## src/rtl/scalar_alu_seq.sv

```systemverilog
// Handshaked scalar ALU for the Execute stage: registered add/sub/mov/mul/cmp/pass
// results with flags, plus an iterative restoring divider that stalls the producer.
module scalar_alu_seq #(
  parameter int N = 16
) (
  input  logic         clk,
  input  logic         reset,
  input  logic         in_valid,
  output logic         in_ready,
  input  logic [N-1:0] A,
  input  logic [N-1:0] B,
  input  logic [2:0]   F,
  output logic         out_valid,
  input  logic         out_ready,
  output logic [N-1:0] Result,
  output logic [3:0]   Flags,
  output logic         div_zero,
  output logic         busy
);

  localparam int CW = $clog2(N);

  localparam logic [2:0] OP_ADD = 3'b000;
  localparam logic [2:0] OP_SUB = 3'b001;
  localparam logic [2:0] OP_MOV = 3'b010;
  localparam logic [2:0] OP_MUL = 3'b011;
  localparam logic [2:0] OP_DIV = 3'b100;
  localparam logic [2:0] OP_CMP = 3'b101;

  typedef enum logic [1:0] {IDLE, DIV, HOLD} state_t;

  state_t        state, state_n;
  logic [N-1:0]  res_n;
  logic [3:0]    flags_n;
  logic          dz_n, ov_n, busy_n;
  logic [CW-1:0] cnt, cnt_n;
  logic [N-1:0]  quo, quo_n, rem, rem_n, dvs, dvs_n;
  logic          accept;
  logic [N:0]    rem_sh;
  logic          step_ge;
  logic [N-1:0]  rem_step, quo_step;

  function automatic logic [N-1:0] alu(input logic [2:0] op, input logic [N-1:0] a,
                                       input logic [N-1:0] b);
    case (op)
      OP_ADD:  return a + b;
      OP_SUB:  return a - b;
      OP_MOV:  return b;
      OP_MUL:  return a * b;
      OP_CMP:  return (a < b && a != '0) ? a : b;
      default: return a;
    endcase
  endfunction

  // Carry on add is recovered from wrap-around of the truncated sum.
  function automatic logic [3:0] calc_flags(input logic [2:0] op, input logic [N-1:0] a,
                                            input logic [N-1:0] b, input logic [N-1:0] r);
    logic c, v;
    c = 1'b0;
    v = 1'b0;
    case (op)
      OP_ADD: begin
        c = (r < a);
        v = (a[N-1] == b[N-1]) && (r[N-1] != a[N-1]);
      end
      OP_SUB: begin
        c = (a >= b);
        v = (a[N-1] != b[N-1]) && (r[N-1] != a[N-1]);
      end
      default: ;
    endcase
    return {r == '0, r[N-1], c, v};
  endfunction

  assign in_ready = !reset && (state == IDLE || (state == HOLD && out_ready));
  assign accept   = in_valid && in_ready;

  // One restoring step: quo shifts the dividend out MSB-first and the quotient in.
  assign rem_sh   = {rem, quo[N-1]};
  assign step_ge  = rem_sh >= {1'b0, dvs};
  assign rem_step = step_ge ? rem_sh[N-1:0] - dvs : rem_sh[N-1:0];
  assign quo_step = {quo[N-2:0], step_ge};

  // NOTE: every signal gets its hold value first so no path leaves it unassigned (no latches).
  always_comb begin
    state_n = state;
    res_n   = Result;
    flags_n = Flags;
    dz_n    = div_zero;
    ov_n    = out_valid;
    busy_n  = busy;
    cnt_n   = cnt;
    quo_n   = quo;
    rem_n   = rem;
    dvs_n   = dvs;

    if (state == DIV) begin
      quo_n = quo_step;
      rem_n = rem_step;
      cnt_n = cnt + 1'b1;
      if (cnt == CW'(N - 1)) begin
        res_n   = quo_step;
        flags_n = calc_flags(OP_DIV, quo_step, dvs, quo_step);
        busy_n  = 1'b0;
        ov_n    = 1'b1;
        cnt_n   = '0;
        state_n = HOLD;
      end
    end else if (accept) begin
      if (F == OP_DIV && B == '0) begin
        res_n   = '1;
        flags_n = calc_flags(OP_DIV, A, B, '1);
        dz_n    = 1'b1;
        ov_n    = 1'b1;
        state_n = HOLD;
      end else if (F == OP_DIV) begin
        res_n   = '0;
        flags_n = '0;
        dz_n    = 1'b0;
        ov_n    = 1'b0;
        busy_n  = 1'b1;
        cnt_n   = '0;
        quo_n   = A;
        rem_n   = '0;
        dvs_n   = B;
        state_n = DIV;
      end else begin
        res_n   = alu(F, A, B);
        flags_n = calc_flags(F, A, B, alu(F, A, B));
        dz_n    = 1'b0;
        ov_n    = 1'b1;
        state_n = HOLD;
      end
    end else if (state == HOLD && out_ready) begin
      ov_n    = 1'b0;
      state_n = IDLE;
    end
  end

  // NOTE: sequential state uses non-blocking assignments so all registers update together.
  always_ff @(posedge clk) begin
    if (reset) begin
      state     <= IDLE;
      Result    <= '0;
      Flags     <= '0;
      div_zero  <= 1'b0;
      out_valid <= 1'b0;
      busy      <= 1'b0;
      cnt       <= '0;
      quo       <= '0;
      rem       <= '0;
      dvs       <= '0;
    end else begin
      state     <= state_n;
      Result    <= res_n;
      Flags     <= flags_n;
      div_zero  <= dz_n;
      out_valid <= ov_n;
      busy      <= busy_n;
      cnt       <= cnt_n;
      quo       <= quo_n;
      rem       <= rem_n;
      dvs       <= dvs_n;
    end
  end

endmodule

```

## config.mk

```make
export PLATFORM = sky130hd
export DESIGN_NAME = scalar_alu_seq
export DESIGN_NICKNAME = d
export VERILOG_FILES = /design/src/rtl/scalar_alu_seq.sv
export SDC_FILE = /design/constraint.sdc
export NUM_CORES = 1
export LEC_CHECK = 0
export ABC_AREA = 1
export CORE_UTILIZATION = 60
export DETAILED_ROUTE_END_ITERATION = 10
export PLACE_DENSITY = 0.8
export SLEW_MARGIN = 20
export SYNTH_ARGS = -nofsm -noshare
export SYNTH_HDL_FRONTEND = slang
export SYNTH_SLANG_ARGS = --single-unit
```

## constraint.sdc

```tcl
create_clock -name clk -period 12.7 [get_ports clk]
set_clock_uncertainty 0.15 [all_clocks]
set_input_delay 2.54 -clock clk [delete_from_list [all_inputs] [get_ports clk]]
set_output_delay 2.54 -clock clk [all_outputs]
set_load 0.02 [all_outputs]
```

======== Word-level counts from Yosys, hierarchy flattened ========
Index checks and enable logic that the tools add are counted.
operators by class
  reduce and logical (&&, ||, !) cells .... 24
  multipliers ............................. 1
  muxes and demuxes ....................... 50
  bitwise operators ....................... 2
  shift-type cells ........................ 0
  eq/ne operators ......................... 13
  add/subtract/negate cells ............... 4
  divide/modulo/power cells ............... 0
  $lt $le $gt $ge ......................... 4
operator list
  cell                                                                   count
  16-bit 2-to-1 mux                                                      19
  16-bit case mux with 5 select lines                                    1
  16-bit logical NOT                                                     3
  4-bit 2-to-1 mux                                                       10
  16-bit less-than comparator                                            2
  16-bit subtractor                                                      2
  17-bit by 16-bit >= comparator with 1-bit output                       1
  16-bit adder                                                           1
  16-bit >= comparator                                                   1
  16-bit by 16-bit multiplier with 16-bit output                         1
  16-bit nonzero test                                                    1
  1-bit 2-to-1 mux                                                       12
  2-bit 2-to-1 mux                                                       6
  4-bit AND reduction                                                    2
  1-bit logical AND                                                      7
  3-bit by 2-bit equality test with 1-bit output, second input constant  2
  3-bit equality test, second input constant                             2
  2-bit AND reduction                                                    3
  4-bit by 1-bit adder with 4-bit output, second input constant          1
  4-bit equality test, second input constant                             1
  1-bit case mux with 2 select lines                                     2
  2-bit nonzero test                                                     2
  3-bit by 1-bit equality test with 1-bit output, second input constant  1
  3-bit logical NOT                                                      1
  12 further kinds                                                       14
storage, ports and cells
  latch bits .............................. 0
  output and inout bits ................... 24
  bits in registers ....................... 77
  input port bits ......................... 39
  bits in writable memories ............... 0
  ROM bits ................................ 0
  memories kept ........................... 0

======== Longest topological paths before layout ========
  depth after elaboration ................. 15
  gate-level depth with buffers ........... 37

======== Least setup slack after synthesis ========
No wires, ideal clock.
  path type ............................... input -> register
  start point ............................. in B[1]
  end point ............................... reg Flags[1]
  library setup time ...................... 0.070 ns
  buffers on the path ..................... 2
  data arrival time ....................... 8.266 ns
  setup slack ............................. 4.214 ns
  cell stages on the path ................. 30
  required time ........................... 12.480 ns
  cell sequence ........................... buf_2 > clkbuf_1 > nand2_1 > fa_1 > fa_1 > inv_1 > fa_1 > fa_1 > fa_1 > inv_1 > fa_1 > inv_1 > ha_1 > inv_1 > nor3_1 > nand3_1 > nand4_1 > a21oi_1 > o21ai_0 > nand4_1 > nand2_1 > inv_1 > ha_1 > nand2_1 > o21ai_0 > a2111oi_0 > nand2_1 > nand2_1 > nand2_1 > a21oi_1
on the way
  cells in the longest elaborated chain, start to end .. 14
  elaborated cells on any way between the ends .. 20
  those cells by class .................... add/sub (2); mul (1); order compare (3); mux (11); reduce/logical (3)
ends and longest elaborated chain
  what                                                                                                     RTL line  source
  from (decl)                                                                                              11        input logic [N-1:0] B,
  parallel branches: the longest is 11 deep, another holds 16-bit by 16-bit multiplier with 16-bit output  -
  4-bit 2-to-1 mux (*)                                                                                     110       if (F == OP_DIV && B == '0) begin
  4-bit 2-to-1 mux (*)                                                                                     109       end else if (accept) begin
  4-bit 2-to-1 mux (*)                                                                                     97        if (state == DIV) begin
  to (signal assigned)                                                                                     156       Flags <= flags_n;
  to (decl)                                                                                                16        output logic [3:0] Flags,
Mark *: on every way between the ends. The select of a mux whose other input is x is not followed.
A chain may end at the register's enable or synchronous reset.

======== Final worst setup path ========
Ends and elaborated chain as after synthesis.

==> run_results.csv <==
group,metric,value,unit
critical_path,crit_required,12.81,ns
synth,synthArstFlopShare,0,%
global_routing,met2_usage,58.8,%
global_routing,top_usage_layer,"met2",
synth,ys_ff_latch,76,
synth,yosysSeqAreaShare,13.6,%
placement,io_buffers,62,
global_routing,use_met3,8.73,%
min_path,hold_path_class,"register to register",
detailed_routing,viasPerCell,5.81,
synth,netlist_top_cells_count,"nand2_1, inv_1, a21oi_1, ha_1, o21ai_0",
pwr,internal_power,831,µW
pwr,power_density,135,nW/µm²
detailed_routing,post-route-drc-count,0,
synth,synth_cell_type_count,57,
synth,synth_top_area_share,14.9,%
run,drv_cap,0,
critical_path,critPathKind,"input pin to register",
cts,ctsHoldBuffers,0,
global_routing,grt_pass1_wl,57800,µm
global_routing,grt_usage,38.2,%
detailed_routing,num_vias,11400,
cts,cts_sinks,76,
die,row_count,49,
placement,hpwlAfterDp,26600,µm
detailed_routing,detail_route.iter0.violations,1371,
global_routing,grt_pass1_vias,11000,
synth,avgSynthCellArea,6.58,µm²
synth,netlist_instances,1698,
synth,synthFlopType,"dfxtp_1",
die,core_region_area,18100,µm²
timing,finalHoldViolCount,0,
critical_path,crit_top_cell,"nand2_1",
pwr,power.switching,820,µW
cts,path_clk_slew,0.06,ns
cts,clock_path_buffers,2,
placement,place_congestion,1.03,
layout,antennaDiodeCount,0,
cts,post_cts_resized,0,
layout,drive_gt1_share,5.08,%
cts,cts_tree,"done",
timing,tightest_slew,1.06,ns
timing,rsz0062_at_grt,"false",
critical_path,r2r_cells,8,
die,dieArea,19200,µm²
layout,final_area,12200,µm²
synth,ys_warn_count,0,
timing,slew_headroom,29.1,%
critical_path,cpPeakStageDelay,1.07,ns
detailed_routing,wl,35500,µm
critical_path,crit_family,"adder cells",
critical_path,crit_slowest_cell,"clkdlybuf4s50_1",
pwr,ir_drop,0.151,mV
timing,final_max_slew_viol_count,0,
synth,synth.largest_area_cell,"fa_1",
die,ios,63,
synth,synth_edf_count,0,
critical_path,crit_fanout,19,
timing,post-route-period-util,75.5,%
critical_path,cp.arrival,9.70,ns
critical_path,path_buf_inv,5,
detailed_routing,first_pass_iters,7,
layout,area_growth_syn_to_layout,9.39,%
critical_path,critPathLaunchType,"input pin",
global_routing,antenna_found_initial,0,
critical_path,cp-end-kind,"register",
min_path,whs_path_depth,2,
pwr,leakagePower,6.40,nW
critical_path,r2r-end,"rem[13]",
synth,synth_area_leaders,"fa_1, nand2_1, dfxtp_1",
pwr,pwr-share-comb,68.3,%
timing,post-route-min-period,9.59,ns
critical_path,r2r_setup_slack,9.46,ns
timing,fin_tns_setup,0,ns
synth,synthesis.area,11200,µm²
global_routing,grt_overflow_total,0,
die,fp.dieH,138,µm
cts,clkLatencyLatePin,0.34,ns
pwr,seqPwrFrac,15.2,%
timing,fmax,104,MHz
pwr,sw_frac_of_total,49.7,%
die,die_x,138,µm
synth,yosysMostFrequentCell,"nand2_1",
global_routing,use_met1,52.8,%
layout,fin_util,67.5,%
cts,cts_buffers,9,
placement,place_area,11900,µm²
cts,cts_setup_buffers,0,
timing,holdWs,0.314,ns
cts,root_buffer,"clkbuf_16",
die,initial_core_util,61.7,%
min_path,min_to,"dvs[13]",
detailed_routing,post_drt_wl_per_cell,18.1,µm
run_status,outcome,"finished clean",
layout,fin_nets,1960,
pwr,clkPwrFrac,16.5,%
layout,fillers,1611,
timing,setup_viol,0,
synth,syn-num-nets,1932,
critical_path,timing.rr.start,"state[0]",
min_path,hold_start,"dvs[13]",
cts,htree_levels,3,
global_routing,grt_max_degree,41,
detailed_routing,ant_nets,0,
## cells in the final DEF (no fill, tap or decap), types with 11 or more instances in the layout
| cell | n |
|---|---|
| xnor2_1 | 20 |
| a21oi_1 | 145 |
| nor3_1 | 11 |
| buf_4 | 18 |
| fa_1 | 83 |
| o21ai_0 | 94 |
| dfxtp_1 | 76 |
| inv_2 | 13 |
| nor2_1 | 89 |
| clkdlybuf4s50_1 | 62 |
| nand4_1 | 25 |
| nand2_1 | 421 |
| xor2_1 | 17 |
| ha_1 | 112 |
| inv_1 | 336 |
| a31oi_1 | 25 |
| nand3_1 | 58 |
## per-stage QoR
| stage | power [mW] | worst slack (ns) | instances |
|---|---|---|---|
| final | 1.65 | 3.11 | 1960 |
| after global routing | 1.84 | 2.70 | 1960 |
| after CTS | 1.63 | 3.21 | 1960 |
| after detailed placement | 1.36 | 2.93 | 1944 |
| after global placement | 1.34 | 3.10 | 1944 |
| after floorplan | 1.10 | 4.21 | 1698 |
## cell families (layout without fill, tap and decap cells)
| logic type | count (synthesis) | in the layout | share of synthesized area, % |
|---|---|---|---|
| and+or+nand+nor | 652 | 652 | 25.0 |
| AOI/OAI and AO/OA | 323 | 323 | 16.4 |
| xor gates and xnor gates | 37 | 37 | 2.90 |
| DFF | 76 | 76 | 13.6 |
| adders and majority gates | 195 | 195 | 27.4 |
| buffers and inverters | 415 | 448 | 14.6 |
## worst min-delay path: stages, from the launching register on
cell and delay (ns):
dfxtp_1 0.29, inv_1 0.06, a21oi_1 0.06
## area by class of cell
type | count | area [µm²] | share of cell area, %
multi-input combinational | 1207 | 8010 | 65.6
clock inverter | 6 | 86.3 | 0.707
timing repair buffer | 80 | 756 | 6.19
inverter | 352 | 1320 | 10.8
tap | 229 | 287 | 2.35
sequential | 76 | 1520 | 12.5
clock buffer | 10 | 229 | 1.87
## power by group through the flow
stage	Sequential (mW)	Clock, mW	Combinational (mW)
final	0.251	0.273	1.13
after global routing	0.252	0.285	1.30
after CTS	0.251	0.274	1.11
after detailed placement	0.256	0	1.10
after global placement	0.256	0	1.08
after floorplan	0.261	0	0.840
## routing by layer
layer | part of all wire, % | wire, µm | vias to the layer above
met2 | 43 | 15300 | 666
met5 | 0 | 0 | -
met3 | 12 | 4080 | 87
li1 | - | - | 5415
met4 | 2.8 | 988 | 0
met1 | 43 | 15100 | 5221
## state kept, by name (all words and copies together), names as in the netlist
signal / cells
dvs: 16
quo: 16
rem: 16
div_zero: 1
state: 2
cnt: 4
out_valid: 1
busy: 1
Result: 15
Flags: 4
## worst max-delay path by stage
stage	startpoint	end	slack, ns	cells past startpoint
final	B[1]	Flags[1]	3.11	29
after global routing	B[1]	Flags[1]	2.70	33
after CTS	B[1]	Flags[1]	3.21	29
after detailed placement	B[1]	Flags[1]	2.93	29
after global placement	B[1]	Flags[1]	3.10	29
after floorplan	B[1]	Flags[1]	4.21	30
Power figures use the tool's default switching activity.
